--- config.mk ---
export PLATFORM = sky130hd
export DESIGN_NAME = rope_shot
export DESIGN_NICKNAME = d
export VERILOG_FILES = /design/src/rtl/rope_pkg.sv /design/src/rtl/edge_detect.sv /design/src/rtl/rope_shot.sv
export SDC_FILE = /design/constraint.sdc
export NUM_CORES = 1
export LEC_CHECK = 0
export ABC_CLOCK_PERIOD_IN_PS = 5100
export CORE_MARGIN = 2
export CORE_UTILIZATION = 50
export DETAILED_ROUTE_END_ITERATION = 12
export PLACE_DENSITY = 0.84
export SLEW_MARGIN = 40
export SYNTH_ARGS = -nofsm -noshare
export SYNTH_HDL_FRONTEND = slang
export SYNTH_SLANG_ARGS = --single-unit
--- constraint.sdc ---
create_clock -name clk -period 5.1 [get_ports clk]
set_clock_uncertainty 0.1 [all_clocks]
set_input_delay 1.02 -clock clk [delete_from_list [all_inputs] [get_ports clk]]
set_output_delay 1.02 -clock clk [all_outputs]
set_load 0.05 [all_outputs]
--- src/rtl/rope_pkg.sv ---
// Shared types and constants for the rope/harpoon controller.
// ROPE_STICKY_EN adds the STUCK state (rope holds at the ceiling).
package rope_pkg;

   localparam int unsigned COORD_W         = 11;
   localparam int unsigned FRAME_CNT_W     = 6;
   localparam int unsigned SCREEN_BOTTOM_Y = 479;
   localparam int unsigned CEILING_Y       = 0;

`ifdef ROPE_STICKY_EN
   typedef enum logic [1:0] {
      IDLE     = 2'd0,
      EXTEND   = 2'd1,
      STUCK    = 2'd2,
      COOLDOWN = 2'd3
   } ropeState_t;
`else
   typedef enum logic [1:0] {
      IDLE     = 2'd0,
      EXTEND   = 2'd1,
      COOLDOWN = 2'd3
   } ropeState_t;
`endif

endpackage

--- src/rtl/edge_detect.sv ---
// Single-bit rising-edge detector with a registered one-clk pulse output.
module edge_detect (
   input  logic clk,
   input  logic resetN,
   input  logic in,
   output logic out
);

   logic inD;

   always_ff @(posedge clk or negedge resetN) begin
      if (!resetN) begin
         inD <= 1'b0;
         out <= 1'b0;
      end else begin
         inD <= in;
         out <= in & ~inD;
      end
   end

endmodule

--- src/rtl/rope_shot.sv ---
// Player rope controller: launches a vertical rope from the character centre and
// grows it upward once per frame. ROPE_STICKY_EN holds the rope at the ceiling.
module rope_shot
   import rope_pkg::*;
#(
   parameter int unsigned CHAR_HIGHT      = 32,
   parameter int unsigned CHAR_WIDTH      = 20,
   parameter int unsigned ROPE_SPEED      = 4,
   parameter int unsigned STICK_FRAMES    = 30,
   parameter int unsigned COOLDOWN_FRAMES = 8
) (
   input  logic        clk,
   input  logic        resetN,
   input  logic        startOfFrame,
   input  logic        firePress,
   input  logic [10:0] charTopLeftX,
   input  logic        bubbleHit,
   input  logic        onN,
   output logic [10:0] ropeTopLeftX,
   output logic [10:0] ropeTopLeftY,
   output logic        ropeActive,
   output logic        ropeDone
);

   localparam logic [COORD_W-1:0]     BOTTOM_Y  = COORD_W'(SCREEN_BOTTOM_Y);
   localparam logic [COORD_W-1:0]     CEIL_Y    = COORD_W'(CEILING_Y);
   localparam logic [COORD_W-1:0]     START_Y   = COORD_W'(SCREEN_BOTTOM_Y - CHAR_HIGHT);
   localparam logic [COORD_W-1:0]     X_OFFSET  = COORD_W'(CHAR_WIDTH / 2);
   localparam logic [COORD_W-1:0]     SPEED_Y   = COORD_W'(ROPE_SPEED);
   localparam logic [FRAME_CNT_W-1:0] COOL_LAST = FRAME_CNT_W'(COOLDOWN_FRAMES - 1);
`ifdef ROPE_STICKY_EN
   localparam logic [FRAME_CNT_W-1:0] STICK_LAST = FRAME_CNT_W'(STICK_FRAMES - 1);
`endif

   // Catch configurations the frame counter or Y arithmetic cannot represent.
   if (ROPE_SPEED == 0 || ROPE_SPEED > 31 || COOLDOWN_FRAMES == 0 || COOLDOWN_FRAMES > 63 ||
       STICK_FRAMES == 0 || STICK_FRAMES > 63 || CHAR_HIGHT > SCREEN_BOTTOM_Y) begin : gBadParam
      $error("rope_shot: parameter out of range");
   end

   ropeState_t             state;
   logic [FRAME_CNT_W-1:0] frameCnt;
   logic                   pending;
   logic                   fireEdge;
   logic                   clearNow_c;

   edge_detect uFireEdge (
      .clk    (clk),
      .resetN (resetN),
      .in     (firePress),
      .out    (fireEdge)
   );

   // Rope clears on a hit (no frame wait), on the ceiling, or when the stick time ends.
   always_comb begin
      clearNow_c = 1'b0;
      case (state)
`ifdef ROPE_STICKY_EN
         EXTEND:  clearNow_c = bubbleHit;
         STUCK:   clearNow_c = bubbleHit || (startOfFrame && (frameCnt == STICK_LAST));
`else
         EXTEND:  clearNow_c = bubbleHit || (startOfFrame && (ropeTopLeftY <= SPEED_Y));
`endif
         default: clearNow_c = 1'b0;
      endcase
   end

   always_ff @(posedge clk or negedge resetN) begin
      if (!resetN) begin
         state        <= IDLE;
         frameCnt     <= '0;
         pending      <= 1'b0;
         ropeTopLeftX <= '0;
         ropeTopLeftY <= BOTTOM_Y;
         ropeActive   <= 1'b0;
         ropeDone     <= 1'b0;
      end else begin
         ropeDone <= 1'b0;
         if (onN) begin
            state        <= IDLE;
            frameCnt     <= '0;
            pending      <= 1'b0;
            ropeTopLeftX <= '0;
            ropeTopLeftY <= BOTTOM_Y;
            ropeActive   <= 1'b0;
         end else if (clearNow_c) begin
            state        <= COOLDOWN;
            frameCnt     <= '0;
            pending      <= 1'b0;
            ropeTopLeftY <= BOTTOM_Y;
            ropeActive   <= 1'b0;
            ropeDone     <= 1'b1;
         end else begin
            case (state)
               IDLE: begin
                  if (startOfFrame && pending) begin
                     state        <= EXTEND;
                     pending      <= 1'b0;
                     ropeTopLeftX <= charTopLeftX + X_OFFSET;
                     ropeTopLeftY <= START_Y;
                     ropeActive   <= 1'b1;
                  end else if (fireEdge) begin
                     pending <= 1'b1;
                  end
               end
               EXTEND: begin
                  pending <= 1'b0;
                  // Compare before subtracting so Y never wraps below the ceiling.
                  if (startOfFrame) begin
                     if (ropeTopLeftY > SPEED_Y) begin
                        ropeTopLeftY <= ropeTopLeftY - SPEED_Y;
                     end
`ifdef ROPE_STICKY_EN
                     else begin
                        ropeTopLeftY <= CEIL_Y;
                        state        <= STUCK;
                        frameCnt     <= '0;
                     end
`endif
                  end
               end
`ifdef ROPE_STICKY_EN
               STUCK: begin
                  pending <= 1'b0;
                  if (startOfFrame) begin
                     frameCnt <= frameCnt + FRAME_CNT_W'(1);
                  end
               end
`endif
               COOLDOWN: begin
                  pending <= 1'b0;
                  if (startOfFrame) begin
                     if (frameCnt == COOL_LAST) begin
                        state    <= IDLE;
                        frameCnt <= '0;
                     end else begin
                        frameCnt <= frameCnt + FRAME_CNT_W'(1);
                     end
                  end
               end
               default: state <= IDLE;
            endcase
         end
      end
   end

`ifndef ROPE_STICKY_EN
   logic unusedCeil;
   assign unusedCeil = |CEIL_Y;
`endif

endmodule

# --- Word-level counts from Yosys, hierarchy flattened ---
# Cells that the tools add are included.
op_classes:
  addsub: 3
  magnitude_cmp: 2
  n_eq_ne: 11
  muxes: 33
  bitwise_logic: 2
  reduce_logical: 19
op_table:
  columns: ["cell", "n"]
  rows:
  - ["2-to-1 mux 11 bit", 9]
  - ["2-to-1 mux 6 bit", 5]
  - ["case mux 11 bit (2 select lines)", 1]
  - ["!= test 4 bit (second input constant)", 5]
  - ["nonzero test 3 bit", 4]
  - ["adder 11 x 4 -> 11 bit (second input constant)", 1]
  - ["> comparator 11 x 3 -> 1 bit (second input constant)", 1]
  - ["<= comparator 11 x 3 -> 1 bit (second input constant)", 1]
  - ["2-to-1 mux 1 bit", 11]
  - ["subtractor 11 x 3 -> 11 bit (second input constant)", 1]
  - ["2-to-1 mux 2 bit", 5]
  - ["AND reduction 4 bit", 2]
  - ["nonzero test 4 bit", 2]
  - ["adder 6 x 1 -> 6 bit (second input constant)", 1]
  - ["equality test 6 x 3 -> 1 bit (second input constant)", 1]
  - ["case mux 2 bit (3 select lines)", 1]
  - ["AND reduction 2 bit", 3]
  - ["!= test 5 x 4 -> 1 bit (second input constant)", 1]
  - ["nonzero test 2 bit", 2]
  - ["!= test 3 bit (second input constant)", 1]
  - ["AND reduction 3 bit", 1]
  - ["equality test 2 x 1 -> 1 bit (second input constant)", 1]
  - ["equality test 2 bit (second input constant)", 1]
  - ["logical AND 1 bit", 2]
  - ["other kinds (7)", 7]
word_totals:
  regBits: 35
  out_inout_bits: 24

# --- Logic depth before layout (Yosys ltp) ---
# Gate-level depths: netlist of the first run.
logic_depth:
  depth_word: 6
  depth_mapped: 8

# --- Cells and area by module ---
# A second synthesis of the first run with hierarchy kept.
hier_totals:
  cells_unflattened: 186
  area_unflattened_um2: 1814.2
by_module_without_submodules:
  columns: ["module", "instances", "cells_per_inst", "area_per_inst_um2", "seq_area_each_um2"]
  rows:
  - ["rope_shot", 1, 183, 1750.4, 809.5]
  - ["edge_detect", 1, 3, 63.8, 50.0]

# --- Least setup slack after synthesis of the first run ---
# Ideal clock, no wire load.
synth_path:
  path_type: "input -> register"
  start: "in onN"
  end: "reg ropeTopLeftY[9]"
  setup_ns: 0.076
  arrival_time_ns: 2.045
  t_required_ns: 4.924
  slack_ns: 2.878
  stages: 6
  n_path_buf: 1
  path_cell_list: "buf_6 > nand2b_4 > nor3_4 > nand2_2 > or4_1 > o21ai_1"
synth_via:
  elab_chain_len: 2
synth_rtl:
  columns: ["element", "line", "rtl"]
  rows:
  - ["start, declared", "rope_shot.sv:18", "input logic onN,"]
  - ["!= test 4 bit (no source line) / nonzero test 4 bit (equally long branches)", null, null]
  - ["AND reduction 4 bit (no source line)", null, null]
  - ["end signal, assigned", "rope_shot.sv:111", "ropeTopLeftY <= ropeTopLeftY - SPEED_Y;"]
  - ["end, declared", "rope_shot.sv:20", "output logic [10:0] ropeTopLeftY,"]
# Several ways; a longest one is shown, not always the timed one.
# A chain may end at the register's enable or synchronous reset.

# --- Final worst setup path of the first run ---
layout_path:
  start: "reg ropeTopLeftY[6]"
  end: "out ropeTopLeftY[6]"
# No word-level cell between the ends.

==> flow_metrics.tcl, run 1 <==
set metrics [dict create \
    synth_warnings 0 \
    syn_to_final_growth_pct 26.8 \
    path_buf_inv 1 \
    first_pass_iters 4 \
    cts-root-buf "clkbuf_4" \
    tightest_slew_ps 676 \
    cts_tree "done" \
    cp_top_family "buffers and inverters" \
    initialDrtViolationCount 114 \
    setup_viol 0 \
    clockBufferDepth 2 \
    initial_utilization 0.531 \
    ir_drop_mv 0.174 \
    synth_edf_count 0 \
    routedWlPerCell_um 13.4 \
    grt_pass1_wl_um 6110 \
    p_comb_frac 0.243 \
    coreArea_um2 3420 \
    maxCapViolCount 0 \
    drt.antenna.violating_nets 0 \
    grt_usage 0.194 \
    crit_type "flop to output pin" \
    synth.net_count 203 \
    postCtsResizedCells 0 \
    sw_frac_of_total 0.336 \
    num_vias 1469 \
    rsz0062_at_grt "no" \
    p_total_mw 0.621 \
    syn_avg_cell_area_um2 9.97 \
    cts.reportedPaths.clkPinSlew_ps 110 \
    ios 41 \
    crit_required_ps 3980 \
    seqPwrFrac 0.493 \
    slew_viol_final 0 \
    fp-row-count 21 \
    hp-class "flop to flop" \
    ctsHoldBuffers 0 \
    yosys_most_used_dff "dfrtp_1" \
    yosysSeqAreaShare 0.474 \
    worst_setup_path_end_kind "output pin" \
    hold_ws_ps 305 \
    critical_path_arrival_ps 1800 \
    status "complete, no violations" \
    nNetsFinal 243 \
    die_x_um 64.2 \
    cts_setup_buffers 0 \
    hold_violations 0 \
    wirelength_um 3610 \
    grt_max_degree 35 \
    ys_types 48 \
    synth_cells 182 \
    drive_above_1_share 0.126 \
    clock.fmax_mhz 343 \
    critPathMaxStageDelay_ps 820 \
    fin_util 0.673 \
    p_clk_frac 0.264 \
    synthArstFlopShare 1.00 \
    grt_pass1_vias 1346 \
    relSlewSlack 0.545 \
    viasPerCell 5.46 \
    numPortBuffers 40 \
    numCtsBuffers 5 \
    timing.final.crit_share 0.572 \
    clk_latency_ps 340 \
    cts_sinks 34 \
    tns_ps 0 \
    antenna_found_initial 0 \
    htreeDepth 2 \
    dpl.hpwl_um 2670 \
    p_int_mw 0.412 \
    ys_ff_latch 34 \
    drc_errors 0 \
    p_leak_nw 0.949 \
    n_antenna_cell 0 \
    critPathLaunchType "flop" \
    synth_area_um2 1810 \
    p_per_area_nw_per_um2 270 \
    crit_chain "clkdlybuf4s50_1" \
    place.gp.congestion 0.855 \
    fp.dieH_um 64.2 \
    cpMaxStageDelayCell "clkdlybuf4s50_1" \
    dieArea_um2 4130 \
    finalCriticalPeriod_ps 2920 \
    power_switching_mw 0.209 \
    overflow 0 \
    cp_max_fo 7 \
]
-- cells in the mapped netlist, types with 2 or more instances --
cell / n / area (um^2)
dfrtp_1: 27 / 676
nor2_1: 18 / 67.6
nand2_1: 13 / 48.8
a21oi_1: 11 / 55.1
o21ai_0: 11 / 55.1
a22o_1: 7 / 61.3
dfstp_2: 7 / 184
nor3_1: 7 / 35.0
nand2b_1: 6 / 37.5
xnor2_1: 6 / 52.6
xor2_1: 6 / 52.6
buf_2: 4 / 20.0
ha_1: 4 / 50.1
nor2b_1: 4 / 25.0
and3_1: 3 / 18.8
inv_1: 3 / 11.3
nand3_1: 3 / 15.0
nand4_1: 3 / 18.8
nor3b_1: 3 / 22.5
nor4_1: 3 / 18.8
a22oi_1: 2 / 15.0
buf_4: 2 / 15.0
nor2_2: 2 / 12.5
o21ai_1: 2 / 10.0
o31ai_1: 2 / 15.0
-- layer usage --
layer | share of wire | global-route usage | vias to the layer above
li1 | - | - | 735
met1 | 0.45 | 0.253 | 671
met2 | 0.46 | 0.297 | 55
met3 | 0.069 | 0.0563 | 8
met4 | 0.020 | 0.0931 | 0
met5 | 0 | 0 | -
-- cell usage in the layout, fill, tap and decap left out, types with 2 or more instances in the layout --
| master | count |
|---|---|
| a21oi_1 | 11 |
| a22o_1 | 7 |
| a22oi_1 | 2 |
| and3_1 | 3 |
| clkbuf_4 | 5 |
| clkdlybuf4s50_1 | 40 |
| dfrtp_1 | 27 |
| dfstp_2 | 7 |
| ha_1 | 4 |
| inv_1 | 3 |
| nand2_1 | 13 |
| nand2b_1 | 6 |
| nand3_1 | 3 |
| nand4_1 | 3 |
| nor2_1 | 17 |
| nor2_2 | 3 |
| nor2b_1 | 4 |
| nor3_1 | 7 |
| nor3b_1 | 3 |
| nor4_1 | 3 |
| o21ai_0 | 11 |
| o21ai_1 | 2 |
| o31ai_1 | 2 |
| xnor2_1 | 6 |
| xor2_1 | 6 |
-- through the flow --
stage	instances	cell area [um^2]	worst slack, ps
after floorplan	182	1810	2880
after global placement	261	2230	1850
after detailed placement	261	2230	1750
after CTS	269	2300	2140
after global routing	269	2300	2100
final	269	2300	2180
-- sequential cells by signal, indices dropped and copies added (netlist names) --
name	flops
ropeTopLeftY	10
state	2
ropeDone	1
pending	1
uFireEdge.out	1
frameCnt	6
uFireEdge.inD	1
ropeActive	1
ropeTopLeftX	11
-- kinds of logic (layout without fill, tap and decap cells) --
| family | count (synthesis) | count (layout) | share of synthesized area |
|---|---|---|---|
| adder cells (fa/ha/maj) | 4 | 4 | 0.0276 |
| AND/OR/NAND/NOR | 74 | 74 | 0.229 |
| XOR/XNOR | 12 | 12 | 0.0579 |
| buffers and inverters | 11 | 52 | 0.0338 |
| AO/OA/AOI/OAI | 47 | 47 | 0.178 |
| flip-flops | 34 | 34 | 0.474 |
-- final timing paths --
check | start | end | slack, ps | cells after the start
hold reg to reg | uFireEdge.inD | uFireEdge.out | 300 | 1
max in group asynchronous | resetN | ropeTopLeftY[7] | 3620 | 2
setup / recovery | ropeTopLeftY[6] | ropeTopLeftY[6] | 2180 | 1
setup reg to reg | ropeTopLeftY[3] | ropeTopLeftY[9] | 3040 | 7
hold / removal | uFireEdge.inD | uFireEdge.out | 300 | 1
min in group asynchronous | resetN | ropeTopLeftY[10] | 960 | 2
-- power groups by stage --
stage	clock network (mW)	logic (mW)	registers (mW)
finish	0.164	0.151	0.306
global route	0.182	0.161	0.309
CTS	0.168	0.151	0.306
detailed placement	0	0.151	0.310
global placement	0	0.149	0.310
floorplan	0	0.0544	0.350
-- area by class of cell --
class | count | area (um^2)
clock buffers | 6 | 51.3
clock inverters | 2 | 16.3
fillers | 283 | 1120
inverters | 3 | 11.3
multi-input cells | 137 | 896
flip-flops and latches | 34 | 860
well taps | 46 | 57.6
repair buffers | 41 | 408
-- worst reg2reg max path, cell delays in order (launching register included) --
cell and delay, ps:
dfstp_2 590, inv_1 80, ha_1 170, nor2b_1 150, o2111ai_2 210, nand2_2 100
or4_1 510, o21ai_1 90
(Power assumes the default switching activity.)
==> inputs of run 2 (changes only) <==
--- a/config.mk
+++ b/config.mk
@@ -5,11 +5,11 @@
 export SDC_FILE = /design/constraint.sdc
 export NUM_CORES = 1
 export LEC_CHECK = 0
-export ABC_CLOCK_PERIOD_IN_PS = 5100
+export ABC_CLOCK_PERIOD_IN_PS = 2500
 export CORE_MARGIN = 2
-export CORE_UTILIZATION = 50
+export CORE_UTILIZATION = 45
 export DETAILED_ROUTE_END_ITERATION = 12
-export PLACE_DENSITY = 0.84
+export PLACE_DENSITY = 0.8
 export SLEW_MARGIN = 40
 export SYNTH_ARGS = -nofsm -noshare
 export SYNTH_HDL_FRONTEND = slang
==> constraint.sdc (replaced) <==
create_clock -name clk -period 2.5 [get_ports clk]
set_clock_uncertainty 0.1 [all_clocks]
set_input_delay 0.5 -clock clk [delete_from_list [all_inputs] [get_ports clk]]
set_output_delay 0.5 -clock clk [all_outputs]
set_load 0.05 [all_outputs]
==> flow_metrics.tcl, run 2 (same netlist as run 1, synthesis figures left out) <==
set metrics [dict create \
    status "complete, no violations" \
    cts_setup_buffers 0 \
    setup_viol 0 \
    num_vias 1502 \
    reg.largest.list "ropeTopLeftX x11, ropeTopLeftY x10, frameCnt x6" \
    ctsHoldBuffers 0 \
    cts_sinks 34 \
    initialDrtViolationCount 72 \
    drive_above_1_share 0.128 \
    p_per_area_nw_per_um2 573 \
    cts_tree "done" \
    die_x_um 67.5 \
    layout_commonest_cell "clkdlybuf4s50_1" \
    grt_pass1_vias 1373 \
    largest_register_ffs 11 \
    drt.antenna.violating_nets 0 \
    place.gp.congestion 0.871 \
    hold_violations 0 \
    layout_common_cells "40 x clkdlybuf4s50_1, 27 x dfrtp_1, 18 x nor2_1, 13 x nand2_1" \
    fin_util 0.596 \
    cts.reportedPaths.clkPinSlew_ps 70 \
    worst_setup_path_end_kind "output pin" \
    dpl.hpwl_um 2710 \
    syn_to_final_growth_pct 29.4 \
    critPathLaunchType "flop" \
    critPathMaxStageDelay_ps 830 \
    clock.fmax_mhz 431 \
    grt_usage 0.183 \
    nNetsFinal 246 \
    clockBufferDepth 2 \
    htreeDepth 2 \
    viasPerCell 5.44 \
    relSlewSlack 0.535 \
    initial_utilization 0.460 \
    cts-root-buf "clkbuf_8" \
    drc_errors 0 \
    top_register "ropeTopLeftX" \
    cp_top_family "buffers and inverters" \
    ir_drop_mv 0.307 \
    grt_pass1_wl_um 6220 \
    antenna_found_initial 0 \
    finalCriticalPeriod_ps 2320 \
    postCtsResizedCells 0 \
    crit_required_ps 1900 \
    n_antenna_cell 0 \
    r2r_slack_ps 420 \
    ios 41 \
    cp_max_fo 5 \
    clk_latency_ps 290 \
    slew_viol_final 0 \
    dieArea_um2 4560 \
    timing.final.crit_share 0.929 \
    first_pass_iters 4 \
    crit_chain "clkdlybuf4s50_1" \
    wirelength_um 3700 \
    maxCapViolCount 0 \
    numPortBuffers 40 \
    numCtsBuffers 5 \
    tightest_slew_ps 691 \
    crit_type "flop to output pin" \
    coreArea_um2 3940 \
    tns_ps 0 \
    fp.dieH_um 67.5 \
    fp-row-count 23 \
    cpMaxStageDelayCell "clkdlybuf4s50_1" \
    rsz0062_at_grt "no" \
    p_leak_nw 0.977 \
    critical_path_arrival_ps 1720 \
    overflow 0 \
    path_buf_inv 1 \
    grt_max_degree 35 \
    routedWlPerCell_um 13.4 \
    hp-class "flop to flop" \
]
run 2: cell types whose count changed in the layout (fill, tap and decap cells not counted), sizes merged:
cell / delta
inv: -1
buf: +3
clkinvlp: -1
clkbuf: +1
clkinv: +1
run 2: path summary, 6_finish.rpt:
kind	cells past startpoint	start	endpoint
worst max-delay path	1	ropeTopLeftY[7]	ropeTopLeftY[7]
worst min-delay path	1	uFireEdge.inD	uFireEdge.out
worst max register to register	7	ropeTopLeftY[3]	ropeTopLeftY[9]
worst min register to register	1	uFireEdge.inD	uFireEdge.out
max in group asynchronous	2	resetN	ropeTopLeftY[2]
min in group asynchronous	2	resetN	ropeTopLeftY[9]
run 2: report_power, final:
group | total, mW | internal, mW | switching (mW)
registers | 0.624 | 0.586 | 0.0379
clock network | 0.411 | 0.222 | 0.189
logic | 0.312 | 0.119 | 0.193
run 2: final cells by class:
type | count | area, um^2
well taps | 50 | 62.6
clock inverters | 1 | 5.00
repair buffers | 44 | 430
multi-input cells | 137 | 893
flip-flops and latches | 34 | 860
inverters | 3 | 11.3
fillers | 348 | 1590
clock buffers | 7 | 86.3
run 2: layer usage:
layer  global-route usage  wire, um  up-vias
li1                     -         -      742
met5                    0         0        -
met4               0.0612        56        0
met1                0.248      1760      692
met3               0.0650       248       11
met2                0.270      1640       57
run 2: per-stage QoR:
step / instance area (um^2) / power (mW) / cells / hold WS, ps / setup WS (ps)
2_1_floorplan: 1810 / 0.824 / 182 / 104 / 344
3_3_place_gp: 2260 / 0.941 / 268 / 286 / 258
3_5_place_dp: 2260 / 0.945 / 268 / 297 / 217
4_1_cts: 2350 / 1.36 / 276 / 305 / 170
5_1_grt: 2350 / 1.41 / 276 / 320 / 129
6_report: 2350 / 1.35 / 276 / 298 / 177
==> inputs of run 3 (changes only) <==
--- a/config.mk
+++ b/config.mk
@@ -6,6 +6,7 @@
 export NUM_CORES = 1
 export LEC_CHECK = 0
 export ABC_CLOCK_PERIOD_IN_PS = 2500
+export CORE_ASPECT_RATIO = 0.5
 export CORE_MARGIN = 2
 export CORE_UTILIZATION = 45
 export DETAILED_ROUTE_END_ITERATION = 12
==> flow_metrics.tcl, run 3 (same netlist as run 1, synthesis figures left out) <==
set metrics [dict create \
    status "complete, no violations" \
    drc_errors 0 \
    crit_chain "clkdlybuf4s50_1" \
    syn_to_final_growth_pct 30.2 \
    initialDrtViolationCount 71 \
    reg.largest.list "ropeTopLeftX x11, ropeTopLeftY x10, frameCnt x6" \
    rsz0062_at_grt "no" \
    nNetsFinal 248 \
    hp-class "flop to flop" \
    tns_ps 0 \
    p_clk_frac 0.295 \
    drive_above_1_share 0.140 \
    sw_frac_of_total 0.324 \
    critPathLaunchType "flop" \
    finalCriticalPeriod_ps 2340 \
    antenna_found_initial 0 \
    grt_pass1_wl_um 6330 \
    clk_latency_ps 280 \
    cp_top_family "buffers and inverters" \
    cts_sinks 34 \
    fin_ws_ps 162 \
    clock.fmax_mhz 428 \
    cp_max_fo 7 \
    overflow 0 \
    place.gp.congestion 0.854 \
    reg2regPathDepth 7 \
    worst_setup_path_end_kind "output pin" \
    die_x_um 93.8 \
    numCtsBuffers 5 \
    crit_type "flop to output pin" \
    hp-start "uFireEdge.inD" \
    ctsHoldBuffers 0 \
    n_fill_cell 341 \
    fp-row-count 16 \
    grt_pass1_vias 1375 \
    drt.antenna.violating_nets 0 \
    final_cell_area_um2 2360 \
    r2r_slack_ps 440 \
    postCtsResizedCells 0 \
    r2r-start "ropeTopLeftY[3]" \
    crit_required_ps 1900 \
    grt_max_degree 35 \
    relSlewSlack 0.581 \
    cts_setup_buffers 0 \
    p_comb_frac 0.237 \
    slew_viol_final 0 \
    coreArea_um2 3880 \
    num_vias 1483 \
    htreeDepth 2 \
    timing.final.crit_share 0.935 \
    ir_drop_mv 0.198 \
    viasPerCell 5.26 \
    cts.reportedPaths.clkPinSlew_ps 70 \
    hold_violations 0 \
    layout_commonest_cell "clkdlybuf4s50_1" \
    min_path_cells 1 \
    power_switching_mw 0.430 \
    cts_tree "done" \
    place_area_um2 2280 \
    ios 41 \
    n_antenna_cell 0 \
    grt_usage 0.176 \
    regToRegEndpoint "ropeTopLeftY[9]" \
    p_per_area_nw_per_um2 563 \
    cpMaxStageDelayCell "clkdlybuf4s50_1" \
    worstHoldEndpoint "uFireEdge.out" \
    setup_viol 0 \
    numPortBuffers 40 \
    routedWlPerCell_um 13.2 \
    layout_common_cells "40 x clkdlybuf4s50_1, 27 x dfrtp_1, 17 x nor2_1, 13 x nand2_1" \
    dieArea_um2 4590 \
    p_leak_nw 0.984 \
    hold_ws_ps 293 \
    clockBufferDepth 2 \
    seqPwrFrac 0.468 \
    wirelength_um 3730 \
    p_total_mw 1.33 \
    first_pass_iters 4 \
    initial_utilization 0.467 \
    critPathMaxStageDelay_ps 840 \
    largest_register_ffs 11 \
    p_int_mw 0.899 \
    fp.dieH_um 48.9 \
    preCtsSetupSlack_ps 4.66 \
    top_register "ropeTopLeftX" \
    dpl.hpwl_um 2730 \
    cts-root-buf "clkbuf_8" \
    critical_path_arrival_ps 1740 \
    path_buf_inv 1 \
    tightest_slew_ps 622 \
    maxCapViolCount 0 \
]
## run 3: cell count changes in the layout (fill, tap and decap cells not counted)
| cell | change |
|---|---|
| buf_4 | +2 |
| clkbuf_8 | -1 |
| clkinv_2 | +1 |
| nor2_1 | -1 |
| nor2_2 | +1 |
## run 3: per-layer routing
| layer | global-route usage | vias to the layer above | wire (um) |
|---|---|---|---|
| met1 | 0.245 | 694 | 1860 |
| li1 | - | 744 | - |
| met5 | 0 | - | 0 |
| met2 | 0.265 | 41 | 1680 |
| met3 | 0.0479 | 4 | 159 |
| met4 | 0.0628 | 0 | 33 |
## run 3: final cells by class
cell class | count | area, um^2 | area share
inverter | 3 | 11.3 | 0.00477
multi-input combinational | 137 | 896 | 0.379
sequential | 34 | 860 | 0.364
tap | 54 | 67.6 | 0.0286
clock inverter | 2 | 10.0 | 0.00424
timing repair buffer | 46 | 445 | 0.189
clock buffer | 6 | 72.6 | 0.0307
## run 3: power groups by stage
stage	Sequential [mW]	Combinational, mW	Clock [mW]
finish	0.622	0.315	0.392
detailed placement	0.630	0.317	0
global route	0.627	0.339	0.422
CTS	0.622	0.317	0.403
floorplan	0.713	0.111	0
global placement	0.631	0.312	0
## run 3: stage by stage
step | std cells | util
final | 282 | 0.608
after floorplan | 182 | -
after CTS | 282 | 0.608
after global routing | 282 | 0.608
after global placement | 274 | 0.586
after detailed placement | 274 | 0.586
## run 3: worst max path at each step
stage / start / to / slack, ps / depth (start not counted)
finish: ropeTopLeftY[6] / ropeTopLeftY[6] / 160 / 1
global route: ropeTopLeftY[6] / ropeTopLeftY[6] / 130 / 1
CTS: ropeTopLeftY[6] / ropeTopLeftY[6] / 150 / 1
detailed placement: startOfFrame / ropeTopLeftX[4] / 5 / 6
global placement: startOfFrame / ropeTopLeftX[6] / 130 / 6
floorplan: ropeTopLeftY[3] / ropeTopLeftY[9] / 340 / 7
